===== config.mk =====
export PLATFORM = sky130hd
export DESIGN_NAME = usb_endpoint_buffer
export DESIGN_NICKNAME = d
export VERILOG_FILES = /design/src/rtl/usb_buf_pkg.sv /design/src/rtl/usb_buf_ptr_ctrl.sv /design/src/rtl/usb_endpoint_buffer.sv
export SDC_FILE = /design/constraint.sdc
export NUM_CORES = 1
export LEC_CHECK = 0
export ABC_AREA = 1
export CORE_AREA = 8 8 308 310
export DETAILED_ROUTE_END_ITERATION = 10
export DIE_AREA = 0 0 316 318
export DONT_BUFFER_PORTS = 1
export GPL_ROUTABILITY_DRIVEN = 0
export MAX_ROUTING_LAYER = met4
export PLACE_DENSITY = 0.37
export SLEW_MARGIN = 30
export SYNTH_ARGS = -nofsm -noshare
export SYNTH_HDL_FRONTEND = slang
export SYNTH_SLANG_ARGS = --single-unit

===== constraint.sdc =====
create_clock -name clk -period 3.3 [get_ports clk]
set_clock_uncertainty 0.15 [all_clocks]
set_input_delay 0.495 -clock clk [delete_from_list [all_inputs] [get_ports clk]]
set_output_delay 0.495 -clock clk [all_outputs]
set_load 0.01 [all_outputs]

===== src/rtl/usb_buf_pkg.sv =====
// Shared constants and arbitration types for the USB endpoint buffer.
package usb_buf_pkg;

  localparam int USB_BUF_DATA_W = 8;
  localparam int USB_BUF_DEPTH  = 64;

  // One-hot request source chosen by write or read arbitration
  typedef enum logic [1:0] {
    SRC_NONE = 2'b00,
    SRC_TX   = 2'b01,
    SRC_RX   = 2'b10
  } src_e;

  // RX side always wins when both sides request in the same cycle
  function automatic src_e pick_src(input logic tx_req, input logic rx_req);
    src_e src;
    src = SRC_NONE;
    if (rx_req) begin
      src = SRC_RX;
    end else if (tx_req) begin
      src = SRC_TX;
    end
    return src;
  endfunction

endpackage


===== src/rtl/usb_buf_ptr_ctrl.sv =====
// Pointer, occupancy and error-flag control for the USB endpoint buffer.
// Optional feature macro: USB_EPB_ROLLBACK_EN (RX packet commit/rollback).
// total_q counts every stored entry (drives full); occ_q counts readable
// entries (drives empty and buffer_occupancy). They differ only while an RX
// packet is uncommitted.
module usb_buf_ptr_ctrl
  import usb_buf_pkg::*;
#(
  parameter int DEPTH = USB_BUF_DEPTH,
  parameter int PTR_W = $clog2(DEPTH),
  parameter int OCC_W = $clog2(DEPTH + 1)
) (
  input  logic             clk,
  input  logic             n_rst,
  input  logic             clear,
  input  logic             flush,
  input  logic             store_tx_data,
  input  logic             store_rx_data,
  input  logic             get_tx_data,
  input  logic             get_rx_data,
  input  logic             rx_commit,
  input  logic             rx_abort,
  output logic             wr_en,
  output logic             wr_sel_rx,
  output logic [PTR_W-1:0] wr_addr,
  output logic [PTR_W-1:0] rd_addr,
  output logic             rd_tx,
  output logic             rd_rx,
  output logic [OCC_W-1:0] occupancy,
  output logic             full,
  output logic             empty,
  output logic             overflow,
  output logic             underflow
);

  localparam logic [OCC_W-1:0] DEPTH_OCC = OCC_W'(DEPTH);

  logic [PTR_W-1:0] wptr_q, wptr_d;
  logic [PTR_W-1:0] rptr_q, rptr_d;
  logic [OCC_W-1:0] total_q, total_d;
  logic [OCC_W-1:0] occ_q, occ_d;
  logic             ovf_q, ovf_d;
  logic             udf_q, udf_d;

  src_e wsrc, rsrc;
  logic clr, full_now, empty_now, push_ok, pop_ok;

`ifdef USB_EPB_ROLLBACK_EN
  logic [PTR_W-1:0] cptr_q, cptr_d;
`else
  logic unused_rollback;
  assign unused_rollback = rx_commit | rx_abort;
`endif

  // Decode requests: arbitration winners and whether they can be served
  always_comb begin
    wsrc      = pick_src(store_tx_data, store_rx_data);
    rsrc      = pick_src(get_tx_data, get_rx_data);
    clr       = clear | flush;
    full_now  = (total_q == DEPTH_OCC);
    empty_now = (occ_q == '0);
    push_ok   = !clr && (wsrc != SRC_NONE) && !full_now;
    pop_ok    = !clr && (rsrc != SRC_NONE) && !empty_now;
  end

  // Next-state for pointers, counters and sticky errors; clear/flush overrides all
  always_comb begin
    wptr_d  = wptr_q + PTR_W'(push_ok);
    rptr_d  = rptr_q + PTR_W'(pop_ok);
    total_d = total_q + OCC_W'(push_ok) - OCC_W'(pop_ok);
    occ_d   = total_d;
    ovf_d   = ovf_q | (!clr && ((store_tx_data && store_rx_data) ||
                                ((wsrc != SRC_NONE) && full_now)));
    udf_d   = udf_q | (!clr && (rsrc != SRC_NONE) && empty_now);
`ifdef USB_EPB_ROLLBACK_EN
    cptr_d = cptr_q;
    if (rx_abort) begin
      // Abort wins over commit and discards any push made this cycle
      wptr_d  = cptr_q;
      occ_d   = occ_q - OCC_W'(pop_ok);
      total_d = occ_d;
    end else if (rx_commit || (push_ok && (wsrc == SRC_TX))) begin
      // Commit point moves to the write pointer including this cycle's push
      cptr_d = wptr_d;
    end else begin
      occ_d = occ_q - OCC_W'(pop_ok);
    end
    if (clr) begin
      cptr_d = '0;
    end
`endif
    if (clr) begin
      wptr_d  = '0;
      rptr_d  = '0;
      total_d = '0;
      occ_d   = '0;
      ovf_d   = 1'b0;
      udf_d   = 1'b0;
    end
  end

  // State registers
  always_ff @(posedge clk or negedge n_rst) begin
    if (!n_rst) begin
      wptr_q  <= '0;
      rptr_q  <= '0;
      total_q <= '0;
      occ_q   <= '0;
      ovf_q   <= 1'b0;
      udf_q   <= 1'b0;
`ifdef USB_EPB_ROLLBACK_EN
      cptr_q  <= '0;
`endif
    end else begin
      wptr_q  <= wptr_d;
      rptr_q  <= rptr_d;
      total_q <= total_d;
      occ_q   <= occ_d;
      ovf_q   <= ovf_d;
      udf_q   <= udf_d;
`ifdef USB_EPB_ROLLBACK_EN
      cptr_q  <= cptr_d;
`endif
    end
  end

  // Array control and status outputs
  always_comb begin
`ifdef USB_EPB_ROLLBACK_EN
    wr_en = push_ok && !rx_abort;
`else
    wr_en = push_ok;
`endif
    wr_sel_rx = (wsrc == SRC_RX);
    wr_addr   = wptr_q;
    rd_addr   = rptr_q;
    rd_rx     = pop_ok && (rsrc == SRC_RX);
    rd_tx     = pop_ok && (rsrc == SRC_TX);
    occupancy = occ_q;
    full      = full_now;
    empty     = empty_now;
    overflow  = ovf_q;
    underflow = udf_q;
  end

endmodule


===== src/rtl/usb_endpoint_buffer.sv =====
// USB endpoint data buffer: circular FIFO shared by the AHB TX path and the
// USB RX path. Holds the storage array and output muxing; pointer control
// lives in usb_buf_ptr_ctrl.
// Optional feature macro: USB_EPB_ROLLBACK_EN (RX packet commit/rollback).
module usb_endpoint_buffer
  import usb_buf_pkg::*;
#(
  parameter int DATA_W = USB_BUF_DATA_W,
  parameter int DEPTH  = USB_BUF_DEPTH,
  parameter int OCC_W  = $clog2(DEPTH + 1)
) (
  input  logic              clk,
  input  logic              n_rst,
  input  logic              clear,
  input  logic              flush,
  input  logic              store_tx_data,
  input  logic [DATA_W-1:0] tx_data,
  input  logic              store_rx_data,
  input  logic [DATA_W-1:0] rx_packet_data,
  input  logic              get_tx_data,
  input  logic              get_rx_data,
  input  logic              rx_commit,
  input  logic              rx_abort,
  output logic [DATA_W-1:0] tx_packet_data,
  output logic [DATA_W-1:0] rx_data,
  output logic [OCC_W-1:0]  buffer_occupancy,
  output logic              full,
  output logic              empty,
  output logic              overflow,
  output logic              underflow
);

  localparam int PTR_W = $clog2(DEPTH);

  logic [DATA_W-1:0] mem_q [DEPTH];
  logic [DATA_W-1:0] head;
  logic              wr_en, wr_sel_rx, rd_tx, rd_rx;
  logic [PTR_W-1:0]  wr_addr, rd_addr;

  usb_buf_ptr_ctrl #(
    .DEPTH (DEPTH),
    .PTR_W (PTR_W),
    .OCC_W (OCC_W)
  ) u_ptr_ctrl (
    .clk           (clk),
    .n_rst         (n_rst),
    .clear         (clear),
    .flush         (flush),
    .store_tx_data (store_tx_data),
    .store_rx_data (store_rx_data),
    .get_tx_data   (get_tx_data),
    .get_rx_data   (get_rx_data),
    .rx_commit     (rx_commit),
    .rx_abort      (rx_abort),
    .wr_en         (wr_en),
    .wr_sel_rx     (wr_sel_rx),
    .wr_addr       (wr_addr),
    .rd_addr       (rd_addr),
    .rd_tx         (rd_tx),
    .rd_rx         (rd_rx),
    .occupancy     (buffer_occupancy),
    .full          (full),
    .empty         (empty),
    .overflow      (overflow),
    .underflow     (underflow)
  );

  // Storage write; contents need no reset since pointers define validity
  always_ff @(posedge clk) begin
    if (wr_en) begin
      mem_q[wr_addr] <= wr_sel_rx ? rx_packet_data : tx_data;
    end
  end

  // Head entry goes only to the served pop; the other output stays 0
  always_comb begin
    head           = mem_q[rd_addr];
    tx_packet_data = rd_tx ? head : '0;
    rx_data        = rd_rx ? head : '0;
  end

endmodule


**Yosys cells after proc, flatten, opt, wreduce, memory -nomap -nowiden**

Memory sizes are Yosys's and may differ from the RTL's.
Cells that the tools add are included.

- Muxes and demuxes: 14
- Add/sub/neg operators: 4
- Equal/unequal tests: 4
- Reduce and logical (&&, ||, !) cells: 17
- Bitwise operators: 3

Operators with widths:

| operator | count |
|---|---|
| $mux W8 | 3 |
| $add A6 B1 Y6 | 2 |
| $mux W6 | 2 |
| $logic_and A1 B1 Y1 | 10 |
| $add A7 B1 Y7 | 1 |
| $eq A7 B7 Y1 const B | 1 |
| $logic_not A7 Y1 | 1 |
| $mux W7 | 1 |
| $sub A7 B1 Y7 | 1 |
| $mux W1 | 6 |
| $eq A2 B2 Y1 const B | 2 |
| $mux W2 | 2 |
| $reduce_bool A2 Y1 | 2 |
| $logic_not A1 Y1 | 3 |
| $or A1 B1 Y1 | 3 |
| $eq A2 B1 Y1 const B | 1 |
| $logic_or A1 B1 Y1 | 1 |

- Word-level logic and storage cells: 48
- Register bits after elaboration: 21
- Memory bits (writable): 512
- Memories: 1

Memory list:

| name | depth | bits a word | read ports | clocked after memory_dff | wr ports | RTL line | RTL |
|---|---|---|---|---|---|---|---|
| mem_q | 64 | 8 | 1 | 0 | 1 | usb_endpoint_buffer.sv:35 | `logic [DATA_W-1:0] mem_q [DEPTH];` |

**Logic depth before layout (Yosys ltp)**

- Depth after elaboration: 8
- Depth in mapped cells: 19
- Gate-level depth less buffers: 19

**Hierarchy**

From an unflattened synthesis, not the netlist that was laid out.

- Cells, all modules: 1,973
- Area, all modules: 22,585.4 µm²

Modules (own cells, without submodules):

| module | times used | cells each | area each (µm²) |
|---|---|---|---|
| usb_endpoint_buffer | 1 | 1,816 | 21,287.9 |
| usb_buf_ptr_ctrl | 1 | 157 | 1,297.5 |

**Worst setup path after synthesis**

No wires, ideal clock.

- Kind: register to register
- Start: register u_ptr_ctrl.total_q[5]
- End: register u_ptr_ctrl.total_q[6]
- Arrival: 2.510 ns
- Slack: 0.525 ns
- Setup time: 0.115 ns
- Data required time: 3.035 ns
- Stages on the path, launching flop included: 20
- Clock period less this slack: 2.775 ns
- Path through: dfrtp_1 -> inv_1 -> ha_1 -> nand3_1 -> nor2_1 -> nor2_1 -> ha_1 -> inv_1 -> ha_1 -> inv_1 -> fa_1 -> inv_1 -> nand3_1 -> nand2_1 -> a21o_1 -> a21oi_1 -> inv_1 -> nand2_1 -> inv_1 -> nor2_1

RTL lines:

| element | RTL line | RTL |
|---|---|---|
| start, declared | usb_buf_ptr_ctrl.sv:40 | `logic [OCC_W-1:0] total_q, total_d;` |
| start signal, assigned | usb_buf_ptr_ctrl.sv:117 | `total_q <= total_d;` |
| $logic_not A7 Y1 | -- |  |
| named net empty | usb_endpoint_buffer.sv:28 | `output logic empty,` |
| $logic_not A1 Y1 | -- |  |
| $logic_and A1 B1 Y1 | -- |  |
| $sub A7 B1 Y7 | usb_buf_ptr_ctrl.sv:70 | `total_d = total_q + OCC_W'(push_ok) - OCC_W'(pop_ok);` |
| $mux W7 | -- |  |
| named net u_ptr_ctrl.occ_d[6] | usb_buf_ptr_ctrl.sv:41 | `logic [OCC_W-1:0] occ_q, occ_d;` |

The timed path passes the listed nets, and every way through them passes these cells.

**Final worst setup path**

- Start: register u_ptr_ctrl.rptr_q[0] (netlist: u_ptr_ctrl.rd_addr[0])
- End: output port tx_packet_data[4]

- Cells in the longest elaborated chain, start to end: 2

RTL lines:

| element | RTL line | RTL |
|---|---|---|
| start, declared | usb_buf_ptr_ctrl.sv:39 | `logic [PTR_W-1:0] rptr_q, rptr_d;` |
| start signal, assigned | usb_buf_ptr_ctrl.sv:116 | `rptr_q <= rptr_d;` |
| $mem_v2 Z64 W8 | -- |  |
| $mux W8 | usb_endpoint_buffer.sv:78 | `tx_packet_data = rd_tx ? head : '0;` |
| end, declared | usb_endpoint_buffer.sv:24 | `output logic [DATA_W-1:0] tx_packet_data,` |

No other way between the ends.

==> results.md <==
- Buffers from clock root to sink, at most: 3
- Top cells by area in the synthesized netlist: sky130_fd_sc_hd__edfxtp_1, sky130_fd_sc_hd__nand2_1, sky130_fd_sc_hd__nand3_1, sky130_fd_sc_hd__dfrtp_1, sky130_fd_sc_hd__nor2_1
- Fin nets: 2107
- Drt wl/cell: 21.2 µm
- Max transition margin: 0.399
- Number of instances in the synthesized netlist: 1962
- Ratio of final minimum period to clock period: 0.979
- H-tree levels: 2
- Count of placed standard cells including taps: 3144
- Worst path required time: 2.65 ns
- CP Data Arrival Time: 2.59 ns
- Number of setup violations in the final report: 0
- Min cycle time layout: 3.23 ns
- Setup repair after global routing missed its margin: yes
- Initial antenna violation count: 1
- Category of the worst setup path capture point: output pin
- PortBufs: 0
- Area fraction of the dominant cell type after synthesis: 0.691
- R2r setup slk: 0.33 ns
- Post-route standard cell area excluding fillers: 27600 µm²
- Post-synthesis average cell area: 11.3 µm²
- Final total power: 15600 µW
- Most repeated cell in the gate-level netlist after synthesis: sky130_fd_sc_hd__nand2_1
- Via count: 14700
- Clock transition at the registers of the reported paths: 0.07 ns
- Row cnt: 110
- Worst Path Max Fanout: 20
- Number of enable-type register cells in the synthesized netlist: 512
- GRT overflow: 0
- Most instantiated flip-flop cell in the synthesis netlist: sky130_fd_sc_hd__edfxtp_1
- Starting density of the core: 0.248
- Root Buffer Master: sky130_fd_sc_hd__clkbuf_16
- Clock insertion delay at the later pin of the skew report: 0.63 ns
- Startpoint class of the critical path: flip-flop
- Layout overhead on the synthesized area: 24.1%
- Path category of the worst min-delay check: input port to flip-flop
- Result of the run: completed
- Vias in the first global route: 14500
- Post-detailed-routing wire length: 70000 µm
- CP Class: flip-flop to output pin
- Sequential area share after synthesis: 0.715
- Pre-antenna DRT Iters: 5
- Slew Limit Fails: 0
- Detailed-route vias per instance: 4.47
- CTS tree: built
- Clock Sinks: 533
- Share of synthesized registers carrying an async set or reset: 0.0394
- Number of inserted diodes: 0
- Count of endpoints failing hold in the final timing report: 0
- Remaining antenna violation count: 0
- Number of violations reported at the end of detailed-routing iteration 0: 981
- Core Box Area: 89600 µm²
- DRC Markers: 0
- Nets in the synthesized netlist: 2002
- First-pass GRT wire length: 102000 µm
- Post-detail-place hpwl: 40900 µm
- Number of storage elements in the synthesis netlist: 533
- Area post-placement: 24200 µm²
- Static Leakage: 0.0100 µW
- Largest area contributor in the netlist: sky130_fd_sc_hd__edfxtp_1
- Cell types with the highest counts after synthesis: sky130_fd_sc_hd__nand2_1, sky130_fd_sc_hd__edfxtp_1, sky130_fd_sc_hd__nand3_1
- Fraction of final layout cells sized beyond drive strength 1: 0.177
- Die X: 316 µm
- Combined global-route utilization of all metal layers: 0.141
- Number of maximum-capacitance constraint violations: 0
- TritonCTS buffer count: 60
- Pin count of the biggest net entering global routing: 65
- Floorplan die area: 100000 µm²
- Post-synthesis instance area: 22300 µm²
- Io pins: 53
- Number of distinct library cells after synthesis: 31
- Die height: 318 µm
- Maximum VDD drop: 0.000400 V
- Final standard cell count with taps included and fillers excluded: 3293
- Max Clk Rate: 0.310 GHz
- Pin slew with the least headroom to its limit: 0.901 ns
- Power density relative to cell area: 564 nW/µm²
- Synthesis warning total: 0
==> final timing paths <==
check	cells after the start	end	startpoint
hold reg to reg	2	u_ptr_ctrl.underflow$_DFF_PN0_	u_ptr_ctrl.underflow$_DFF_PN0_
hold / removal	3	u_ptr_ctrl.underflow$_DFF_PN0_	clear
setup reg to reg	19	u_ptr_ctrl.total_q[6]$_DFF_PN0_	u_ptr_ctrl.total_q[4]$_DFF_PN0_
setup / recovery	11	tx_packet_data[4]	u_ptr_ctrl.rd_addr[0]$_DFF_PN0_
max in group asynchronous	2	u_ptr_ctrl.rd_addr[1]$_DFF_PN0_	n_rst
min in group asynchronous	2	u_ptr_ctrl.wr_addr[4]$_DFF_PN0_	n_rst
==> power breakdown <==
group	total (µW)	switching, µW	internal (µW)
Sequential	7550	49.0	7500
Combinational	1340	906	439
Clock	6660	2780	3890
==> area by class of cell <==
cell class | instances | area [µm²]
clock buffers | 75 | 1600
clock inverters | 37 | 344
fillers | 9113 | 62000
inverters | 41 | 190
multi-input cells | 1282 | 6290
flip-flops and latches | 533 | 15900
well taps | 1176 | 1470
repair buffers | 148 | 1800
repair inverters | 1 | 16.3
==> layer usage <==
metal / global-route usage / up-vias / part of all wire
li1: - / 7018 / -
met1: 0.184 / 7311 / 0.45
met2: 0.227 / 290 / 0.48
met3: 0.0202 / 98 / 0.039
met4: 0.0397 / 0 / 0.023
met5: - / - / 0
==> stage by stage <==
stage                     setup TNS (ns)  utilization  hold slack, ns  worst slack [ns]
final                                  0        0.308          0.0301            0.0699
after global routing              -0.104        0.308          0.0569           -0.0360
after CTS                        -0.0248        0.304         0.00927          -0.00662
after detailed placement               0        0.270          0.0509             0.275
after global placement                 0        0.270          0.0510             0.265
after floorplan                        0            -          0.0494             0.525
==> critical path, cell delays in order, from the launching register on <==
cell                       delay [ns]
sky130_fd_sc_hd__dfrtp_4         0.50
sky130_fd_sc_hd__buf_12          0.17
sky130_fd_sc_hd__clkinv_8        0.11
sky130_fd_sc_hd__buf_16          0.17
sky130_fd_sc_hd__nand2_1         0.06
sky130_fd_sc_hd__nand3_1         0.08
sky130_fd_sc_hd__nand3_1         0.15
sky130_fd_sc_hd__nand3_1         0.11
sky130_fd_sc_hd__nand3_1         0.18
sky130_fd_sc_hd__nand3_4         0.16
sky130_fd_sc_hd__nand2_4         0.10
sky130_fd_sc_hd__nor2_4          0.12
==> repair_timing <==
| action | 4_1_cts | 5_1_grt |
|---|---|---|
| pin swaps | 21 | 36 |
| hold buffers | 7 | 0 |
| resized for setup | 125 | 60 |
| cloned | 13 | 2 |
| buffers inserted | 9 | 6 |
| setup endpoints to repair | 16 | 17 |
| endpoints found under the hold margin | 24 | 0 |
==> placed cells by master, fill, tap and decap left out, types with 2 or more instances in the layout <==
cell and n:
sky130_fd_sc_hd__buf_16 14, sky130_fd_sc_hd__nand2_2 5, sky130_fd_sc_hd__dlygate4sd3_1 6, sky130_fd_sc_hd__inv_1 32, sky130_fd_sc_hd__clkbuf_16 63, sky130_fd_sc_hd__a31oi_1 2, sky130_fd_sc_hd__inv_2 4, sky130_fd_sc_hd__o21ai_0 11
sky130_fd_sc_hd__nand3_1 231, sky130_fd_sc_hd__bufinv_16 6, sky130_fd_sc_hd__clkinv_2 10, sky130_fd_sc_hd__clkinvlp_4 4, sky130_fd_sc_hd__nand3_4 5, sky130_fd_sc_hd__buf_12 20, sky130_fd_sc_hd__nand2_1 729, sky130_fd_sc_hd__nor2_2 2
sky130_fd_sc_hd__clkinv_4 2, sky130_fd_sc_hd__nand2_4 8, sky130_fd_sc_hd__dfrtp_1 19, sky130_fd_sc_hd__clkbuf_1 12, sky130_fd_sc_hd__buf_4 101, sky130_fd_sc_hd__mux2_2 4, sky130_fd_sc_hd__nor2_4 17, sky130_fd_sc_hd__clkinv_1 15
sky130_fd_sc_hd__nor2_1 89, sky130_fd_sc_hd__nand4_2 8, sky130_fd_sc_hd__bufbuf_16 4, sky130_fd_sc_hd__a21oi_2 14, sky130_fd_sc_hd__ha_1 13, sky130_fd_sc_hd__nand3_2 69, sky130_fd_sc_hd__clkbuf_8 2, sky130_fd_sc_hd__edfxtp_1 512
sky130_fd_sc_hd__a21oi_1 62, sky130_fd_sc_hd__mux2_4 3, sky130_fd_sc_hd__inv_6 4
==> registers in the layout, summed over array words and instances, names as in the netlist <==
name                  flops
u_ptr_ctrl.rd_addr        6
u_ptr_ctrl.underflow      1
u_ptr_ctrl.total_q        7
u_ptr_ctrl.overflow       1
u_ptr_ctrl.wr_addr        6
mem_q                   512
==> logic make-up (layout without fill, tap and decap cells) <==
kind of cell	Yosys count	after routing	share of synthesized area
compound gates	93	93	0.0214
xor+xnor	1	1	0.000394
fa+ha+maj	14	14	0.00821
buf+inv	147	302	0.0336
flops	533	533	0.715
mux	8	8	0.00405
simple gates	1166	1166	0.218
No activity file was read; power rests on OpenSTA's default activity.
